$ cat src/rtl/video_timing_pkg.sv
// Default raster constants and shared types for the video timing blocks.
// Defaults reproduce the arcade raster: 768 half-pixel ticks per line, lines 248..511.
package video_timing_pkg;

  localparam int DEF_DIV        = 5;
  localparam int DEF_TICK_PHASE = 3;
  localparam int DEF_HW         = 10;
  localparam int DEF_VW         = 9;
  localparam int DEF_H_TOTAL    = 768;
  localparam int DEF_H_BLANK_ON = 512;
  localparam int DEF_HSYNC_ON   = 576;
  localparam int DEF_HSYNC_OFF  = 640;
  localparam int DEF_V_INC_H    = 608;
  localparam int DEF_V_FIRST    = 248;
  localparam int DEF_V_LAST     = 511;
  localparam int DEF_VBLK_ON    = 496;
  localparam int DEF_VBLK_OFF   = 256;
  localparam int DEF_VSYNC_ON   = 500;
  localparam int DEF_VSYNC_OFF  = 504;
  localparam int DEF_BLANK_DLY  = 4;

  // Wide enough for any divider up to 32 master clocks per tick.
  localparam int PHASE_W = 5;
  typedef logic [PHASE_W-1:0] vt_phase_t;

endpackage

$ cat src/rtl/video_timing_gen_if.sv
// Control inputs and raster outputs of the timing generator, shared with the
// tile, object and palette stages.
interface video_timing_gen_if
  import video_timing_pkg::*;
#(
  parameter int HW = DEF_HW,
  parameter int VW = DEF_VW
);
  logic          flip_ena;
  logic          vblk_irq_ena;
  logic          vblk_irq_ack;
  logic          line_irq_ena;
  logic          line_irq_ack;
  logic [VW-1:0] line_cmp;

  logic          tick;
  logic [HW-1:0] htiming;
  logic [VW-1:0] vtiming;
  logic [7:0]    vtiming_f;
  logic          cpuclk;
  logic          hblk;
  logic          vblk;
  logic          cmpblk;
  logic          cmpblk_d;
  logic          hsync;
  logic          vsync;
  logic          frame_start;
  logic          vblk_irq;
  logic          line_irq;

  modport master (
    input  flip_ena, vblk_irq_ena, vblk_irq_ack, line_irq_ena, line_irq_ack, line_cmp,
    output tick, htiming, vtiming, vtiming_f, cpuclk, hblk, vblk, cmpblk, cmpblk_d,
           hsync, vsync, frame_start, vblk_irq, line_irq
  );

  modport slave (
    output flip_ena, vblk_irq_ena, vblk_irq_ack, line_irq_ena, line_irq_ack, line_cmp,
    input  tick, htiming, vtiming, vtiming_f, cpuclk, hblk, vblk, cmpblk, cmpblk_d,
           hsync, vsync, frame_start, vblk_irq, line_irq
  );

endinterface

$ cat src/rtl/vt_irq_latch.sv
// Pending-interrupt latch: a set beats a simultaneous ack; a low enable
// clears the latch and blocks new sets.
module vt_irq_latch (
  input  logic clk,
  input  logic rst_n,
  input  logic set,
  input  logic ack,
  input  logic ena,
  output logic pending
);

  // NOTE: sequential state uses non-blocking assignments so every flop samples
  // pre-edge values regardless of process ordering.
  always_ff @(posedge clk or negedge rst_n) begin
    if (!rst_n)     pending <= 1'b0;
    else if (!ena)  pending <= 1'b0;
    else if (set)   pending <= 1'b1;
    else if (ack)   pending <= 1'b0;
  end

endmodule

$ cat src/rtl/video_timing_gen.sv
// Raster timing generator: tick divider, h/v counters, registered blank/sync
// decode, delayed composite blank and the vblank/line interrupts.
module video_timing_gen
  import video_timing_pkg::*;
#(
  parameter int DIV        = DEF_DIV,
  parameter int TICK_PHASE = DEF_TICK_PHASE,
  parameter int HW         = DEF_HW,
  parameter int VW         = DEF_VW,
  parameter int H_TOTAL    = DEF_H_TOTAL,
  parameter int H_BLANK_ON = DEF_H_BLANK_ON,
  parameter int HSYNC_ON   = DEF_HSYNC_ON,
  parameter int HSYNC_OFF  = DEF_HSYNC_OFF,
  parameter int V_INC_H    = DEF_V_INC_H,
  parameter int V_FIRST    = DEF_V_FIRST,
  parameter int V_LAST     = DEF_V_LAST,
  parameter int VBLK_ON    = DEF_VBLK_ON,
  parameter int VBLK_OFF   = DEF_VBLK_OFF,
  parameter int VSYNC_ON   = DEF_VSYNC_ON,
  parameter int VSYNC_OFF  = DEF_VSYNC_OFF,
  parameter int BLANK_DLY  = DEF_BLANK_DLY
) (
  input  logic               clk,
  input  logic               rst_n,
  video_timing_gen_if.master bus
);

  localparam vt_phase_t     PH_TICK = vt_phase_t'(TICK_PHASE);
  localparam vt_phase_t     PH_LAST = vt_phase_t'(DIV - 1);
  localparam logic [HW-1:0] H_MAX   = HW'(H_TOTAL - 1);
  localparam logic [HW-1:0] H_VINC  = HW'(V_INC_H);
  localparam logic [HW-1:0] H_BLK   = HW'(H_BLANK_ON);
  localparam logic [HW-1:0] HS_ON   = HW'(HSYNC_ON);
  localparam logic [HW-1:0] HS_OFF  = HW'(HSYNC_OFF);
  localparam logic [VW-1:0] V_MIN   = VW'(V_FIRST);
  localparam logic [VW-1:0] V_MAX   = VW'(V_LAST);
  localparam logic [VW-1:0] VB_ON   = VW'(VBLK_ON);
  localparam logic [VW-1:0] VB_OFF  = VW'(VBLK_OFF);
  localparam logic [VW-1:0] VS_ON   = VW'(VSYNC_ON);
  localparam logic [VW-1:0] VS_OFF  = VW'(VSYNC_OFF);

  vt_phase_t     phase;
  logic          tick_en, tick_q, fs_q;
  logic [HW-1:0] h, h_next;
  logic [VW-1:0] v, v_next;
  logic          v_adv, v_wrap;
  logic          hblk_n, vblk_n;
  logic          hblk_q, vblk_q, cmpblk_q, hsync_q, vsync_q;
  logic          cmpblk_dly;
  logic          vblk_set, line_set;

  always_comb begin
    // NOTE: every output of this block gets a default first, so no path can
    // leave a value held and infer a latch.
    tick_en = (phase == PH_TICK);
    h_next  = h;
    v_next  = v;
    v_adv   = 1'b0;
    v_wrap  = 1'b0;
    if (tick_en) begin
      h_next = (h == H_MAX) ? '0 : h + 1'b1;
      if (h_next == H_VINC) begin
        v_adv  = 1'b1;
        v_wrap = (v == V_MAX);
        v_next = v_wrap ? V_MIN : v + 1'b1;
      end
    end
  end

  assign hblk_n = (h_next >= H_BLK);
  assign vblk_n = (v_next >= VB_ON) || (v_next < VB_OFF);

  // Decode from the next counter values so the flags line up with the counters.
  always_ff @(posedge clk or negedge rst_n) begin
    if (!rst_n) begin
      phase    <= '0;
      tick_q   <= 1'b0;
      h        <= '0;
      v        <= V_MIN;
      fs_q     <= 1'b0;
      hblk_q   <= 1'b0;
      vblk_q   <= 1'b1;
      cmpblk_q <= 1'b1;
      hsync_q  <= 1'b0;
      vsync_q  <= 1'b0;
    end else begin
      phase    <= (phase == PH_LAST) ? '0 : phase + 1'b1;
      tick_q   <= tick_en;
      h        <= h_next;
      v        <= v_next;
      fs_q     <= v_wrap;
      hblk_q   <= hblk_n;
      vblk_q   <= vblk_n;
      cmpblk_q <= hblk_n | vblk_n;
      hsync_q  <= (h_next >= HS_ON) && (h_next < HS_OFF);
      vsync_q  <= (v_next >= VS_ON) && (v_next < VS_OFF);
    end
  end

  generate
    if (BLANK_DLY == 0) begin : g_no_dly
      assign cmpblk_dly = cmpblk_q;
    end else begin : g_dly
      logic [BLANK_DLY-1:0] sr;
      always_ff @(posedge clk or negedge rst_n) begin
        if (!rst_n) begin
          sr <= '1;
        end else if (tick_en) begin
          sr[0] <= cmpblk_q;
          for (int i = 1; i < BLANK_DLY; i++) sr[i] <= sr[i-1];
        end
      end
      assign cmpblk_dly = sr[BLANK_DLY-1];
    end
  endgenerate

  assign vblk_set = tick_en & vblk_n & ~vblk_q;
  assign line_set = v_adv & (v_next == bus.line_cmp);

  vt_irq_latch u_vblk_irq (
    .clk     (clk),
    .rst_n   (rst_n),
    .set     (vblk_set),
    .ack     (bus.vblk_irq_ack),
    .ena     (bus.vblk_irq_ena),
    .pending (bus.vblk_irq)
  );

  vt_irq_latch u_line_irq (
    .clk     (clk),
    .rst_n   (rst_n),
    .set     (line_set),
    .ack     (bus.line_irq_ack),
    .ena     (bus.line_irq_ena),
    .pending (bus.line_irq)
  );

  assign bus.tick        = tick_q;
  assign bus.htiming     = h;
  assign bus.vtiming     = v;
  assign bus.vtiming_f   = v[7:0] ^ {8{bus.flip_ena}};
  assign bus.cpuclk      = h[1];
  assign bus.hblk        = hblk_q;
  assign bus.vblk        = vblk_q;
  assign bus.cmpblk      = cmpblk_q;
  assign bus.cmpblk_d    = cmpblk_dly;
  assign bus.hsync       = hsync_q;
  assign bus.vsync       = vsync_q;
  assign bus.frame_start = fs_q;

endmodule

$ cat src/flat_wrapper.sv
// flat-port wrapper written by rule: the top's interface ports become plain ports
module video_timing_gen_flat import video_timing_pkg::*;
#(
  parameter int DIV        = DEF_DIV,
  parameter int TICK_PHASE = DEF_TICK_PHASE,
  parameter int HW         = DEF_HW,
  parameter int VW         = DEF_VW,
  parameter int H_TOTAL    = DEF_H_TOTAL,
  parameter int H_BLANK_ON = DEF_H_BLANK_ON,
  parameter int HSYNC_ON   = DEF_HSYNC_ON,
  parameter int HSYNC_OFF  = DEF_HSYNC_OFF,
  parameter int V_INC_H    = DEF_V_INC_H,
  parameter int V_FIRST    = DEF_V_FIRST,
  parameter int V_LAST     = DEF_V_LAST,
  parameter int VBLK_ON    = DEF_VBLK_ON,
  parameter int VBLK_OFF   = DEF_VBLK_OFF,
  parameter int VSYNC_ON   = DEF_VSYNC_ON,
  parameter int VSYNC_OFF  = DEF_VSYNC_OFF,
  parameter int BLANK_DLY  = DEF_BLANK_DLY
)
  (clk, rst_n, bus_flip_ena, bus_vblk_irq_ena, bus_vblk_irq_ack, bus_line_irq_ena, bus_line_irq_ack, bus_line_cmp, bus_tick, bus_htiming, bus_vtiming, bus_vtiming_f, bus_cpuclk, bus_hblk, bus_vblk, bus_cmpblk, bus_cmpblk_d, bus_hsync, bus_vsync, bus_frame_start, bus_vblk_irq, bus_line_irq);
  video_timing_gen_if #(.HW(HW), .VW(VW)) bus_i ();
  input  logic clk;
  input  logic rst_n;
  input wire logic [$bits(bus_i.flip_ena)-1:0] bus_flip_ena;
  input wire logic [$bits(bus_i.vblk_irq_ena)-1:0] bus_vblk_irq_ena;
  input wire logic [$bits(bus_i.vblk_irq_ack)-1:0] bus_vblk_irq_ack;
  input wire logic [$bits(bus_i.line_irq_ena)-1:0] bus_line_irq_ena;
  input wire logic [$bits(bus_i.line_irq_ack)-1:0] bus_line_irq_ack;
  input wire logic [$bits(bus_i.line_cmp)-1:0] bus_line_cmp;
  output wire logic [$bits(bus_i.tick)-1:0] bus_tick;
  output wire logic [$bits(bus_i.htiming)-1:0] bus_htiming;
  output wire logic [$bits(bus_i.vtiming)-1:0] bus_vtiming;
  output wire logic [$bits(bus_i.vtiming_f)-1:0] bus_vtiming_f;
  output wire logic [$bits(bus_i.cpuclk)-1:0] bus_cpuclk;
  output wire logic [$bits(bus_i.hblk)-1:0] bus_hblk;
  output wire logic [$bits(bus_i.vblk)-1:0] bus_vblk;
  output wire logic [$bits(bus_i.cmpblk)-1:0] bus_cmpblk;
  output wire logic [$bits(bus_i.cmpblk_d)-1:0] bus_cmpblk_d;
  output wire logic [$bits(bus_i.hsync)-1:0] bus_hsync;
  output wire logic [$bits(bus_i.vsync)-1:0] bus_vsync;
  output wire logic [$bits(bus_i.frame_start)-1:0] bus_frame_start;
  output wire logic [$bits(bus_i.vblk_irq)-1:0] bus_vblk_irq;
  output wire logic [$bits(bus_i.line_irq)-1:0] bus_line_irq;
  assign bus_i.flip_ena = bus_flip_ena;
  assign bus_i.vblk_irq_ena = bus_vblk_irq_ena;
  assign bus_i.vblk_irq_ack = bus_vblk_irq_ack;
  assign bus_i.line_irq_ena = bus_line_irq_ena;
  assign bus_i.line_irq_ack = bus_line_irq_ack;
  assign bus_i.line_cmp = bus_line_cmp;
  assign bus_tick = bus_i.tick;
  assign bus_htiming = bus_i.htiming;
  assign bus_vtiming = bus_i.vtiming;
  assign bus_vtiming_f = bus_i.vtiming_f;
  assign bus_cpuclk = bus_i.cpuclk;
  assign bus_hblk = bus_i.hblk;
  assign bus_vblk = bus_i.vblk;
  assign bus_cmpblk = bus_i.cmpblk;
  assign bus_cmpblk_d = bus_i.cmpblk_d;
  assign bus_hsync = bus_i.hsync;
  assign bus_vsync = bus_i.vsync;
  assign bus_frame_start = bus_i.frame_start;
  assign bus_vblk_irq = bus_i.vblk_irq;
  assign bus_line_irq = bus_i.line_irq;
  video_timing_gen #(.DIV(DIV), .TICK_PHASE(TICK_PHASE), .HW(HW), .VW(VW), .H_TOTAL(H_TOTAL), .H_BLANK_ON(H_BLANK_ON), .HSYNC_ON(HSYNC_ON), .HSYNC_OFF(HSYNC_OFF), .V_INC_H(V_INC_H), .V_FIRST(V_FIRST), .V_LAST(V_LAST), .VBLK_ON(VBLK_ON), .VBLK_OFF(VBLK_OFF), .VSYNC_ON(VSYNC_ON), .VSYNC_OFF(VSYNC_OFF), .BLANK_DLY(BLANK_DLY)) u_core (.clk(clk), .rst_n(rst_n), .bus(bus_i));
endmodule
$ cat config.mk
export PLATFORM = sky130hd
export DESIGN_NAME = video_timing_gen_flat
export DESIGN_NICKNAME = d
export VERILOG_FILES = /design/src/rtl/video_timing_pkg.sv /design/src/rtl/video_timing_gen_if.sv /design/src/rtl/vt_irq_latch.sv /design/src/rtl/video_timing_gen.sv /design/src/flat_wrapper.sv
export SDC_FILE = /design/constraint.sdc
export NUM_CORES = 1
export LEC_CHECK = 0
export ABC_AREA = 1
export CAP_MARGIN = 20
export CELL_PAD_IN_SITES_DETAIL_PLACEMENT = 1
export CELL_PAD_IN_SITES_GLOBAL_PLACEMENT = 2
export CORE_AREA = 2 2 99 101
export CTS_CLUSTER_DIAMETER = 120
export DETAILED_ROUTE_END_ITERATION = 7
export DIE_AREA = 0 0 101 103
export PLACE_DENSITY_LB_ADDON = 0.1
export REMOVE_ABC_BUFFERS = 1
export SYNTH_ARGS = -nofsm -noshare
export SYNTH_HDL_FRONTEND = slang
export SYNTH_SLANG_ARGS = --single-unit
$ cat constraint.sdc
create_clock -name clk -period 2.1 [get_ports clk]
set_clock_uncertainty 0.2 [all_clocks]
set_input_delay 0.42 -clock clk [delete_from_list [all_inputs] [get_ports clk]]
set_output_delay 0.42 -clock clk [all_outputs]
set_load 0.05 [all_outputs]
==> reports/summary.txt <==
Status = finished with violations
Failing checks = negative setup slack
Routed Antenna Nets = 0
Cell Rows = 36
Final count of pins violating max slew = 0
Sw frac = 0.2728
Tightest Pin Transition = 493.8 ps
Largest net degree at the start of global routing = 38
Worst path most repeated cell = nand2_2
Critical-path top delay cell = dfrtp_1
Count leader, synth = nand2_1
Critical path, cell by cell = ha_4 > nand2_2 > nor2_4 > nand3_2 > a21oi_2 > nand2_2 > nor2_4 > nand2_4 > nand2_4 > nand2_2 > nand2_1 > nand2_1 > nor2_2 > nand2_2 > nor2_2 > nand2_1 > a21oi_2
Core area = 9459 um^2
#FFs+latches synth = 37
Pre-CTS setup slack = -633.6 ps
Die Span X = 101 um
Distinct cells, synth = 32
Switching power total = 385.3 uW
Die area = 10,400 um^2
Initial antenna violation count = 0
CTS tree = built
Gate power share = 0.108
Sequential area share after synthesis = 0.4079
CTS Buffer Depth = 2
VDD IR max = 0.3228 mV
Placer Congestion = 0.8134
Gr usage total = 0.1560
Vias in the first global route = 2,468
Final core utilization = 0.4374
CTS root buf = clkbuf_8
Dominant synthesized flop cell = dfrtp_1
I/O Pins = 54
Synthesized cell area = 2303 um^2
Synth warn = 0
Ant diodes = 0
Shortest period the worst path allows = 2512 ps
Syn_area_per_cell = 7.455 um^2
Most common library cells after synthesis = nand2_1, inv_1, nand3_1
Total wire length = 7879 um
1st-iter DRT viols = 42
Syn-to-layout area delta = 79.63%
H-tree levels = 2
Port buffer count = 53
Pwr per Cell Area = 341.3 nW/um^2
Initial Utilization = 0.2435
Area leader, netlist = dfrtp_1
Total leakage power = 0.002025 uW
Synth async-reset ratio = 1.000
Sequential power share = 0.505
Slowest stage delay, CP = 400 ps
Post-Syn Instances = 309
Congestion Overflow GR = 0
# Max-Cap Violations = 0
Worst hold margin = 271.3 ps
Layout cell share with drive strength beyond 1 = 0.4739
# fillers = 1,132
Int Power = 1027 uW
Wire length of the first global-routing pass = 12,550 um
Die H = 103 um
Synth top area cells = dfrtp_1, nand2_1, dfstp_2
Kind of critical path = reg -> reg
Fmax = 0.3980 GHz
Clock latency on the worst-skew pair = 300 ps
Post-route DRC violation count = 0
DR pass1 iterations = 4
WL/cell = 14.20 um
Final Hold Fails = 0
Setup TNS = -2054 ps
Via count = 2,450
Min-Delay Path Class = reg -> reg
RSZ-0062 raised after global routing = yes
Hpwl dp = 5877 um
CP Capture Type = register
Critical Path Fanout Max = 7
Clock transition at path regs = 90 ps
Number of synthesized flops with an enable pin = 0
Arr. time, crit path = 2550 ps
Clock power frac = 0.387
Sink Count = 37
Multi-input logic area = 1535 um^2
Synth top area share = 0.2825
Fin crit share = 1.196
Final #Nets = 462
Final setup fails = 12
Crit start category = register
PnR worst setup slack = -412.3 ps
Worst Path Required = 2130 ps
Sequential cell area = 940.9 um^2
CTS Buf Count = 5
Avg Vias per Cell = 4.414
Rel. slew slack = 0.6708
-- final cells by class --
cell class,count,share of cell area
Sequential cell,37,0.2274
Tap cell,114,0.03447
Timing Repair Buffer,128,0.2963
Clock inverter,3,0.006048
Inverter,51,0.04808
Multi-Input combinational cell,217,0.3710
Clock buffer,5,0.01663
-- critical path: cells and delay by family, from the launching register on --
| family | cells | cell delay [ps] |
|---|---|---|
| fa+ha+maj | 1 | 160 |
| flops | 1 | 400 |
| compound gates | 2 | 280 |
| simple gates | 14 | 1390 |
-- per-stage QoR --
step | area, um^2 | cells | power (uW)
after floorplan | 2285 | 305 | 772.8
after global placement | 3476 | 531 | 865.8
after detailed placement | 3476 | 531 | 867.0
after CTS | 3854 | 546 | 1434
after global routing | 4138 | 555 | 1485
final | 4138 | 555 | 1412
-- per-layer routing --
layer / vias up / GRT usage / wire [um]
met5: - / 0 / 0
met4: 0 / 0.02807 / 56
met3: 7 / 0.02576 / 201
met2: 32 / 0.2713 / 3964
met1: 1187 / 0.2072 / 3656
li1: 1224 / - / -
-- power by group through the flow --
stage	combinational (uW)	sequential, uW	clock (uW)
CTS	150	713	571
detailed placement	141	726	0
global placement	140	726	0
finish	152	713	547
floorplan	46.4	726	0
global route	164	713	609
-- path summary, 6_finish.rpt --
path,start,end,slack [ps],cells past startpoint
setup / recovery,u_core.bus.htiming[1],u_core.u_line_irq.pending,-410,17
hold / removal,u_core.g_dly.sr[0],u_core.g_dly.sr[1],270,2
setup reg to reg,u_core.bus.htiming[1],u_core.u_line_irq.pending,-410,17
hold reg to reg,u_core.g_dly.sr[0],u_core.g_dly.sr[1],270,2
max in group asynchronous,rst_n,u_core.bus.htiming[2],840,3
min in group asynchronous,rst_n,u_core.bus.htiming[6],500,3
-- placed cells by master, fill, tap and decap left out, drive strengths merged, types with 10 or more instances in the layout --
cell and n:
buf 113, xor2 10, inv 51, nand3 36, clkdlybuf4s50 13, nor2 34, nand2 91, dfstp 11
dfrtp 26, o21ai 15
-- flip-flops by register name (all words and copies together) (netlist names) --
name and cells:
u_core.bus.hblk 1, u_core.bus.tick 1, u_core.bus.hsync 1, u_core.bus.frame_start 1, u_core.g_dly.sr 4, u_core.u_line_irq.pending 1
u_core.u_vblk_irq.pending 1, u_core.bus.vtiming 9, u_core.bus.cmpblk 1, u_core.bus.vblk 1, u_core.bus.vsync 1, u_core.phase 5
u_core.bus.htiming 10
-- cells by family (layout without fill, tap and decap cells) --
family,count (synthesis),in the layout,share of synthesized area
AOI/OAI and AO/OA,25,25,0.06138
xor gates and xnor gates,10,10,0.03802
buffers and inverters,55,187,0.09125
and+or+nand+nor,176,176,0.3688
DFF,37,37,0.4079
adders and majority gates,6,6,0.03259
-- repair_timing --
item | CTS | global route
pin swaps | 14 | 19
hold endpoints to repair | 26 | 0
hold buffers | 1 | 0
resized for setup | 49 | 46
buffers inserted | 6 | 10
setup endpoints to repair | 21 | 23
Note: power is estimated with default switching activity, not from simulation.
